===== src/rtl/decode_stage.sv =====
// decode_stage: registered instruction decode behind a valid/ready handshake, with a
// load-use interlock and optional branch-shadow squashing (enabled by DECODE_BR_SQUASH_EN).
module decode_stage #(
  parameter int IW         = 32,
  parameter int OPW        = 5,
  parameter int RA_W       = 4,
  parameter int CW         = 16,
  parameter int LD_BUBBLES = 1,
  parameter int BR_SHADOW  = 1
) (
  input  logic            clk,
  input  logic            rst,
  input  logic            in_valid,
  output logic            in_ready,
  input  logic [IW-1:0]   instr,
  output logic            out_valid,
  input  logic            out_ready,
  output logic            data_sel,
  output logic            const_sel,
  output logic            load_en,
  output logic            offset_sel,
  output logic            J,
  output logic            write_en,
  output logic            illegal,
  output logic [CW-1:0]   const_in,
  output logic [RA_W-1:0] dest_sel,
  output logic [RA_W-1:0] A_sel,
  output logic [RA_W-1:0] B_sel,
  output logic [3:0]      op_sel,
  output logic [1:0]      mode_sel
);

  localparam int DEST_MSB = IW - OPW - 1;
  localparam int A_MSB    = DEST_MSB - RA_W;
  localparam int B_MSB    = A_MSB - RA_W;
  localparam int CNT_W    = (LD_BUBBLES > 1) ? $clog2(LD_BUBBLES + 1) : 1;

  typedef struct packed {
    logic            data_sel;
    logic            const_sel;
    logic            load_en;
    logic            offset_sel;
    logic            j;
    logic            write_en;
    logic            illegal;
    logic [CW-1:0]   const_in;
    logic [RA_W-1:0] dest_sel;
    logic [RA_W-1:0] a_sel;
    logic [RA_W-1:0] b_sel;
    logic [3:0]      op_sel;
    logic [1:0]      mode_sel;
  } bundle_t;

  function automatic bundle_t decode(input logic [IW-1:0] w);
    bundle_t b;
    logic [CW-1:0] imm;
    imm        = w[B_MSB -: CW];
    b          = '0;
    b.dest_sel = w[DEST_MSB -: RA_W];
    b.a_sel    = w[A_MSB -: RA_W];
    b.b_sel    = w[B_MSB -: RA_W];
    case (w[IW-1 -: OPW])
      OPW'(0):  ;
      OPW'(1):  begin b.load_en = 1'b1; b.const_sel = 1'b1; b.op_sel = 4'd5; end
      OPW'(2):  begin b.load_en = 1'b1; b.op_sel = 4'd0; end
      OPW'(3):  begin b.load_en = 1'b1; b.op_sel = 4'd1; end
      OPW'(4):  begin b.load_en = 1'b1; b.op_sel = 4'd4; end
      OPW'(5):  begin b.load_en = 1'b1; b.op_sel = 4'd5; end
      OPW'(6):  begin b.load_en = 1'b1; b.op_sel = 4'd6; end
      OPW'(7):  begin b.load_en = 1'b1; b.op_sel = 4'd7; end
      OPW'(8), OPW'(9), OPW'(10), OPW'(11), OPW'(12): begin
        b.load_en   = 1'b1;
        b.const_sel = 1'b1;
        b.b_sel     = '0;
        b.const_in  = imm;
        case (w[IW-1 -: OPW])
          OPW'(8):  b.op_sel = 4'd0;
          OPW'(9):  b.op_sel = 4'd1;
          OPW'(10): b.op_sel = 4'd4;
          OPW'(11): b.op_sel = 4'd5;
          default:  b.op_sel = 4'd6;
        endcase
      end
      OPW'(13): begin
        b.load_en = 1'b1; b.const_sel = 1'b1; b.b_sel = w[DEST_MSB -: RA_W]; b.op_sel = 4'd5;
      end
      OPW'(14): begin b.load_en = 1'b1; b.op_sel = 4'd9; end
      OPW'(15): begin b.load_en = 1'b1; b.op_sel = 4'd8; end
      OPW'(16): begin b.load_en = 1'b1; b.data_sel = 1'b1; b.b_sel = '0; end
      OPW'(17): begin b.write_en = 1'b1; b.dest_sel = '0; end
      OPW'(18): begin
        b.j = 1'b1; b.mode_sel = 2'd3; b.offset_sel = 1'b1; b.dest_sel = '0; b.b_sel = '0;
      end
      OPW'(19): begin b.j = 1'b1; b.mode_sel = 2'd0; b.b_sel = '0; b.const_in = imm; end
      OPW'(20): begin b.j = 1'b1; b.mode_sel = 2'd1; b.b_sel = '0; b.const_in = imm; end
      OPW'(21): begin
        b.j = 1'b1; b.mode_sel = 2'd2; b.offset_sel = 1'b1; b.b_sel = '0; b.const_in = imm;
      end
      default: begin
        b         = '0;
        b.illegal = 1'b1;
      end
    endcase
    return b;
  endfunction

  function automatic logic reads_a(input logic [OPW-1:0] op);
    return (op >= OPW'(1)) && (op <= OPW'(18));
  endfunction

  function automatic logic reads_b(input logic [OPW-1:0] op);
    case (op)
      OPW'(2), OPW'(3), OPW'(4), OPW'(5), OPW'(6), OPW'(7),
      OPW'(13), OPW'(14), OPW'(15), OPW'(17): return 1'b1;
      default: return 1'b0;
    endcase
  endfunction

  bundle_t         bundle_q, bundle_d, dec_in;
  logic            out_valid_q, out_valid_d;
  logic [CNT_W-1:0] ld_cnt_q, ld_cnt_d;
  logic [RA_W-1:0] ld_reg_q, ld_reg_d;
  logic [OPW-1:0]  op_in;
  logic            held_ld, a_hit, b_hit, stall, accept, out_fire, squash;
  logic            unused_instr_lo;

  assign unused_instr_lo = ^instr[B_MSB-CW:0];

  assign op_in  = instr[IW-1 -: OPW];
  assign dec_in = decode(instr);
  // data_sel is set only by ld, so it doubles as the "held word is a load" marker
  assign held_ld = out_valid_q && bundle_q.data_sel;

  always_comb begin
    a_hit = reads_a(op_in) && (dec_in.a_sel != '0) &&
            ((held_ld && (bundle_q.dest_sel == dec_in.a_sel)) ||
             ((ld_cnt_q != '0) && (ld_reg_q == dec_in.a_sel)));
    b_hit = reads_b(op_in) && (dec_in.b_sel != '0) &&
            ((held_ld && (bundle_q.dest_sel == dec_in.b_sel)) ||
             ((ld_cnt_q != '0) && (ld_reg_q == dec_in.b_sel)));
    stall = (LD_BUBBLES > 0) && (a_hit || b_hit);
  end

  assign in_ready = !rst && !stall && (!out_valid_q || out_ready);
  assign accept   = in_valid && in_ready;
  assign out_fire = out_valid_q && out_ready;

`ifdef DECODE_BR_SQUASH_EN
  localparam int SH_W = (BR_SHADOW > 1) ? $clog2(BR_SHADOW + 1) : 1;
  logic [SH_W-1:0] shadow_cnt_q, shadow_cnt_d, shadow_base;

  // a jump leaving this cycle already shadows a word accepted in the same cycle
  always_comb begin
    shadow_base  = (out_fire && bundle_q.j) ? SH_W'(BR_SHADOW) : shadow_cnt_q;
    squash       = accept && (shadow_base != '0);
    shadow_cnt_d = squash ? shadow_base - SH_W'(1) : shadow_base;
  end

  always_ff @(posedge clk) begin
    if (rst) shadow_cnt_q <= '0;
    else     shadow_cnt_q <= shadow_cnt_d;
  end
`else
  localparam int unused_br_shadow = BR_SHADOW;
  assign squash = 1'b0;
`endif

  always_comb begin
    out_valid_d = out_valid_q;
    bundle_d    = bundle_q;
    if (accept && !squash) begin
      out_valid_d = 1'b1;
      bundle_d    = dec_in;
    end else if (out_fire) begin
      out_valid_d = 1'b0;
    end
    ld_cnt_d = ld_cnt_q;
    ld_reg_d = ld_reg_q;
    if (out_fire && bundle_q.data_sel && (bundle_q.dest_sel != '0)) begin
      ld_cnt_d = CNT_W'(LD_BUBBLES);
      ld_reg_d = bundle_q.dest_sel;
    end else if (ld_cnt_q != '0) begin
      ld_cnt_d = ld_cnt_q - CNT_W'(1);
    end
  end

  always_ff @(posedge clk) begin
    if (rst) begin
      out_valid_q <= 1'b0;
      bundle_q    <= '0;
      ld_cnt_q    <= '0;
      ld_reg_q    <= '0;
    end else begin
      out_valid_q <= out_valid_d;
      bundle_q    <= bundle_d;
      ld_cnt_q    <= ld_cnt_d;
      ld_reg_q    <= ld_reg_d;
    end
  end

  assign out_valid  = out_valid_q;
  assign data_sel   = bundle_q.data_sel;
  assign const_sel  = bundle_q.const_sel;
  assign load_en    = bundle_q.load_en;
  assign offset_sel = bundle_q.offset_sel;
  assign J          = bundle_q.j;
  assign write_en   = bundle_q.write_en;
  assign illegal    = bundle_q.illegal;
  assign const_in   = bundle_q.const_in;
  assign dest_sel   = bundle_q.dest_sel;
  assign A_sel      = bundle_q.a_sel;
  assign B_sel      = bundle_q.b_sel;
  assign op_sel     = bundle_q.op_sel;
  assign mode_sel   = bundle_q.mode_sel;

endmodule


===== config.mk =====
export PLATFORM = sky130hd
export DESIGN_NAME = decode_stage
export DESIGN_NICKNAME = d
export VERILOG_FILES = /design/src/rtl/decode_stage.sv
export SDC_FILE = /design/constraint.sdc
export NUM_CORES = 1
export LEC_CHECK = 0
export ABC_AREA = 0
export CAP_MARGIN = 20
export CORE_MARGIN = 2
export CORE_UTILIZATION = 51
export CTS_CLUSTER_SIZE = 30
export DETAILED_ROUTE_END_ITERATION = 10
export PLACE_DENSITY = 0.85
export SKIP_CTS_REPAIR_TIMING = 1
export SYNTH_ARGS = -nofsm -noshare
export SYNTH_HDL_FRONTEND = slang
export SYNTH_SLANG_ARGS = --single-unit

===== constraint.sdc =====
create_clock -name clk -period 5.19 [get_ports clk]
set_input_delay 0.519 -clock clk [delete_from_list [all_inputs] [get_ports clk]]
set_output_delay 0.519 -clock clk [all_outputs]
set_load 0.01 [all_outputs]

* Word-level counts from Yosys, hierarchy flattened
Memories as Yosys holds them, arrays and structs flattened. Cells that the tools add are included.
Operators by class: divide/modulo/power cells 0, add/sub/neg operators 1, bitwise operators 0, reduce and logical (&&, ||, !) cells 38, shift-type cells 0, eq/ne operators 25, $mul 0, order comparisons 2, muxes and demuxes 18
Operators by type and width (number):
- equality test 5 x 4 -> 1 bit, second input constant | 8
- one-hot mux 4 bit (8 select lines) | 1
- equality test 5 bit, second input constant | 6
- OR reduction 22 bit | 1
- equality test 5 x 3 -> 1 bit, second input constant | 4
- OR reduction 20 bit | 1
- equality test 4 bit | 4
- logical AND 1 bit | 16
- two-way mux 16 bit | 1
- OR reduction 16 bit | 1
- one-hot mux 3 bit (4 select lines) | 1
- nonzero test 4 bit | 3
- two-way mux 1 bit | 11
- OR reduction 11 bit | 1
- equality test 5 x 2 -> 1 bit, second input constant | 2
- two-way mux 4 bit | 2
- one-hot mux 4 bit (2 select lines) | 1
- OR reduction 8 bit | 1
- OR reduction 7 bit | 1
- one-hot mux 2 bit (3 select lines) | 1
- equality test 5 x 1 -> 1 bit, second input constant | 1
- >= comparator 5 x 1 -> 1 bit, second input constant | 1
- less-or-equal comparator 5 bit, second input constant | 1
- logical NOT 5 bit | 1
- other kinds (8) | 13
Storage, ports and cells: bits in writable memories 0, memories 1, latch bits 0, bits in registers 47, output and inout bits 43, bits in read-only memories 32
Memory list:
- (name not given) | words 32, width 1, rd ports 1, clocked after memory_dff 0, write ports 0, line 112 | case (op)

* Depth between registers and ports, before layout
depth in word-level cells 13, mapped depth 12, gate-level depth less buffers 8

* Least setup slack after synthesis
No wires, ideal clock.
path type input -> output, from input port instr[28], to output port in_ready, buffers on the path 2, cell stages on the path 9, required time 4.671 ns, path slack 2.031 ns, arrival time 2.640 ns, cell sequence buf_6 -> nor4b_2 -> a21oi_1 -> o22ai_1 -> xor2_1 -> or4b_4 -> a21o_1 -> clkbuf_1 -> and2_1
Between the ends: longest elaborated chain between the ends 11
Ends and longest elaborated chain:
- start: declaration | line 15 | input logic [IW-1:0] instr,
- equality test 5 bit, or another cell as far along | line 62 | case (w[IW-1 -: OPW])
- OR reduction 11 bit (no source line) / OR reduction 22 bit (equally long branches)
- one-hot mux 4 bit (2 select lines) / two-way mux 4 bit (equally long branches) | line 62
- equality test 4 bit (on tied branches)
- logical AND 1 bit (on tied branches)
- logical OR 1 bit (on tied branches) | line 139, 136
- logical AND 1 bit (on tied branches) | line 138, 135
- logical OR 1 bit (*) | line 141 | stall = (LD_BUBBLES > 0) && (a_hit || b_hit);
- logical NOT 1 bit (*) | line 144 | assign in_ready = !rst && !stall && (!out_valid_q || out_ready);
- logical AND 1 bit (*) (2 in a row) | line 144
- end: declaration | line 14 | output logic in_ready,
Every way passes the cells marked *; elsewhere a longest branch is shown, timed or not.

* Worst setup path after layout
Same ends and word-level chain as after synthesis.

==> run summary <==
CP arrival - 4.11 ns
Buffers on Ports - 75
Mean Syn Cell Area - 7.65 µm²
Finished Core Util - 68.8%
Routed Antenna Nets - 0
most used cell, CP - clkdlybuf4s50_1
Core ar. - 0.00511 mm²
CTS Sinks - 46
period utilization - 89.1%
total track usage - 25.3%
Starting Density - 52.7%
Fin. Hold Viols - 0
most frequent cell after synthesis - o21ai_0
Post-synth EDFFs - 0
Cell Pwr Density - 214 mW/mm²
Max Fclk - 0.216 GHz
fraction of registers with async set/reset - 0%
RSZ-0062 raised after global routing - false
Avg WL per Cell - 15.1 µm
pre-CTS setup slack - 0.622 ns
Synth Register Bits - 46
Internal - 544 µW
drt pass-1 iters - 5
Syn Inst Count - 352
clock power share - 31.4%
total CTS buffers - 5
final setup fails - 0
die width - 76.6 µm
vias in the first global route - 2535
register area share after synthesis - 34.2%
Total Nets Final - 445
Yosys cell types - 52
Clock Pin Slew Worst Setup and Hold Paths - 0.08 ns
CP Launch Type - input pin
first-pass GRT wire length - 12300 µm
Mapped Area - 0.00269 mm²
initial antenna violation count - 0
Post-Place Cells - 471
LEAKAGE - 1.20 nW
CP Class - in2out
IO Pins - 79
P&R area growth vs syn - 30.5%
HP Class - reg2reg
VDD IR max - 0.144 mV
Antenna Cells - 0
fin cells - 480
FP Rows - 26
most frequent cells after synthesis - o21ai_0, dfxtp_1, nand2_1
post-route total power - 750 µW
Max-Cap Viols - 0
crit path cell chain - clkdlybuf4s50_1, nor2b_1, nand3_1, o22ai_1, xor2_1, or4b_4, a21o_1, and2_1, clkdlybuf4s50_1
vias - 2755
Sw Pwr - 206 µW
Slew Limit Headroom - 59.5%
slowest cell delay on critical path - 0.72 ns
Syn Nets - 388
CTS root buffer - clkbuf_8
Slowest cell on crit path - clkdlybuf4s50_1
Yosys top cell area share - 34.2%
Period minus WS final - 4.63 ns
clk_skew - 0.00834 ns
grt ovf - 0
Seq pwr share - 49.3%
CTS tree - done
detailed placer's ending HPWL - 5050 µm
sw frac - 27.5%
Synth warnings - 0
crit-path max FO - 18
placer congestion estimate - 0.940
Via density - 5.74
H-tree levels - 2
Synth area leaders - dfxtp_1, o21ai_0, nor2b_1
largest net degree at the start of global routing - 51
Remaining DRCs - 0
Worst Setup End Kind - primary output
share of layout cells above drive strength 1 - 4.63%
Hold WS - 0.484 ns
fillcell total - 460
initial drt markers - 205
measured slew at the worst slew-check pin - 0.605 ns
worst skew pair latency - 0.31 ns
Placed Area - 0.00341 mm²
Final WS setup - 0.563 ns
Total Die Area - 0.00587 mm²
Detailed Route WL - 7230 µm
setup TNS - 0 ns
status - finished clean
area leader, netlist - dfxtp_1
Most used DFF post-synth - dfxtp_1
CTS Buffer Depth - 2
Die Ht - 76.6 µm
post-route cell area - 0.00351 mm²
combinational share of power - 19.3%
Pins Over Slew Limit - 0
CP required - 4.67 ns
-- logic make-up (layout without fill, tap and decap cells) --
group	count (synthesis)	count (layout)	synth area share [%]
fa+ha+maj	1	1	0.372
flops	46	46	34.2
xor+xnor	12	12	3.91
simple gates	132	132	27.3
buf+inv	36	94	6.51
compound gates	119	119	25.4
mux	6	6	2.28
-- final cells by class --
cell class	count	area, µm²	share of cell area (%)
Clock inverter	1	8.76	0.249
Sequential cell	46	921	26.2
Clock buffer	7	86.3	2.46
Tap cell	70	87.6	2.49
Inverter	5	18.8	0.534
Timing Repair Buffer	81	796	22.6
Multi-Input combinational cell	270	1600	45.4
-- sequential cells by signal, indices dropped and copies added (netlist names), 4 cells and up --
name / flops
const_in: 16
A_sel: 4
dest_sel: 4
ld_reg_q: 4
op_sel: 4
B_sel: 4
-- path summary, 6_finish.rpt --
kind                             startpoint         to  slack (ns)  cells after the start
worst max-delay path              instr[28]   in_ready        0.56                      9
worst min-delay path              op_sel[0]  op_sel[0]        0.48                      2
worst max register to register  dest_sel[3]   B_sel[1]        2.63                      7
worst min register to register    op_sel[0]  op_sel[0]        0.48                      2
-- power by group through the flow --
stage	registers [mW]	logic [mW]	clock network, mW
6_report	0.370	0.145	0.235
5_1_grt	0.371	0.158	0.256
4_1_cts	0.370	0.143	0.239
3_5_place_dp	0.378	0.143	0
3_3_place_gp	0.378	0.140	0
2_1_floorplan	0.380	0.0775	0
-- worst max-delay path: cells and delay by family --
| family | cells | cell delay, ns |
|---|---|---|
| compound gates | 2 | 0.80 |
| xor+xnor | 1 | 0.14 |
| buf+inv | 2 | 1.19 |
| simple gates | 4 | 1.46 |
-- layer usage --
metal / vias up / part of all wire (%) / global-route usage (%)
li1: 1355 / - / -
met1: 1262 / 44 / 34.5
met2: 125 / 47 / 39.1
met3: 13 / 7.3 / 5.92
met4: 0 / 2.0 / 8.73
met5: - / 0 / 0
-- layout by cell type (no fill, tap or decap), types with 3 or more instances in the layout --
cell type / count
buf_4: 6
clkdlybuf4s50_1: 75
clkbuf_8: 6
nand2_1: 39
o32ai_1: 4
a31oi_1: 5
nor2_1: 15
nand2b_1: 3
o21ai_0: 67
nor4bb_1: 4
nor2b_1: 33
a21oi_1: 25
inv_1: 4
xnor2_1: 10
dfxtp_1: 46
nand4_1: 7
mux2i_1: 5
and2_1: 3
nand3_1: 9
(Power assumes the default switching activity.)
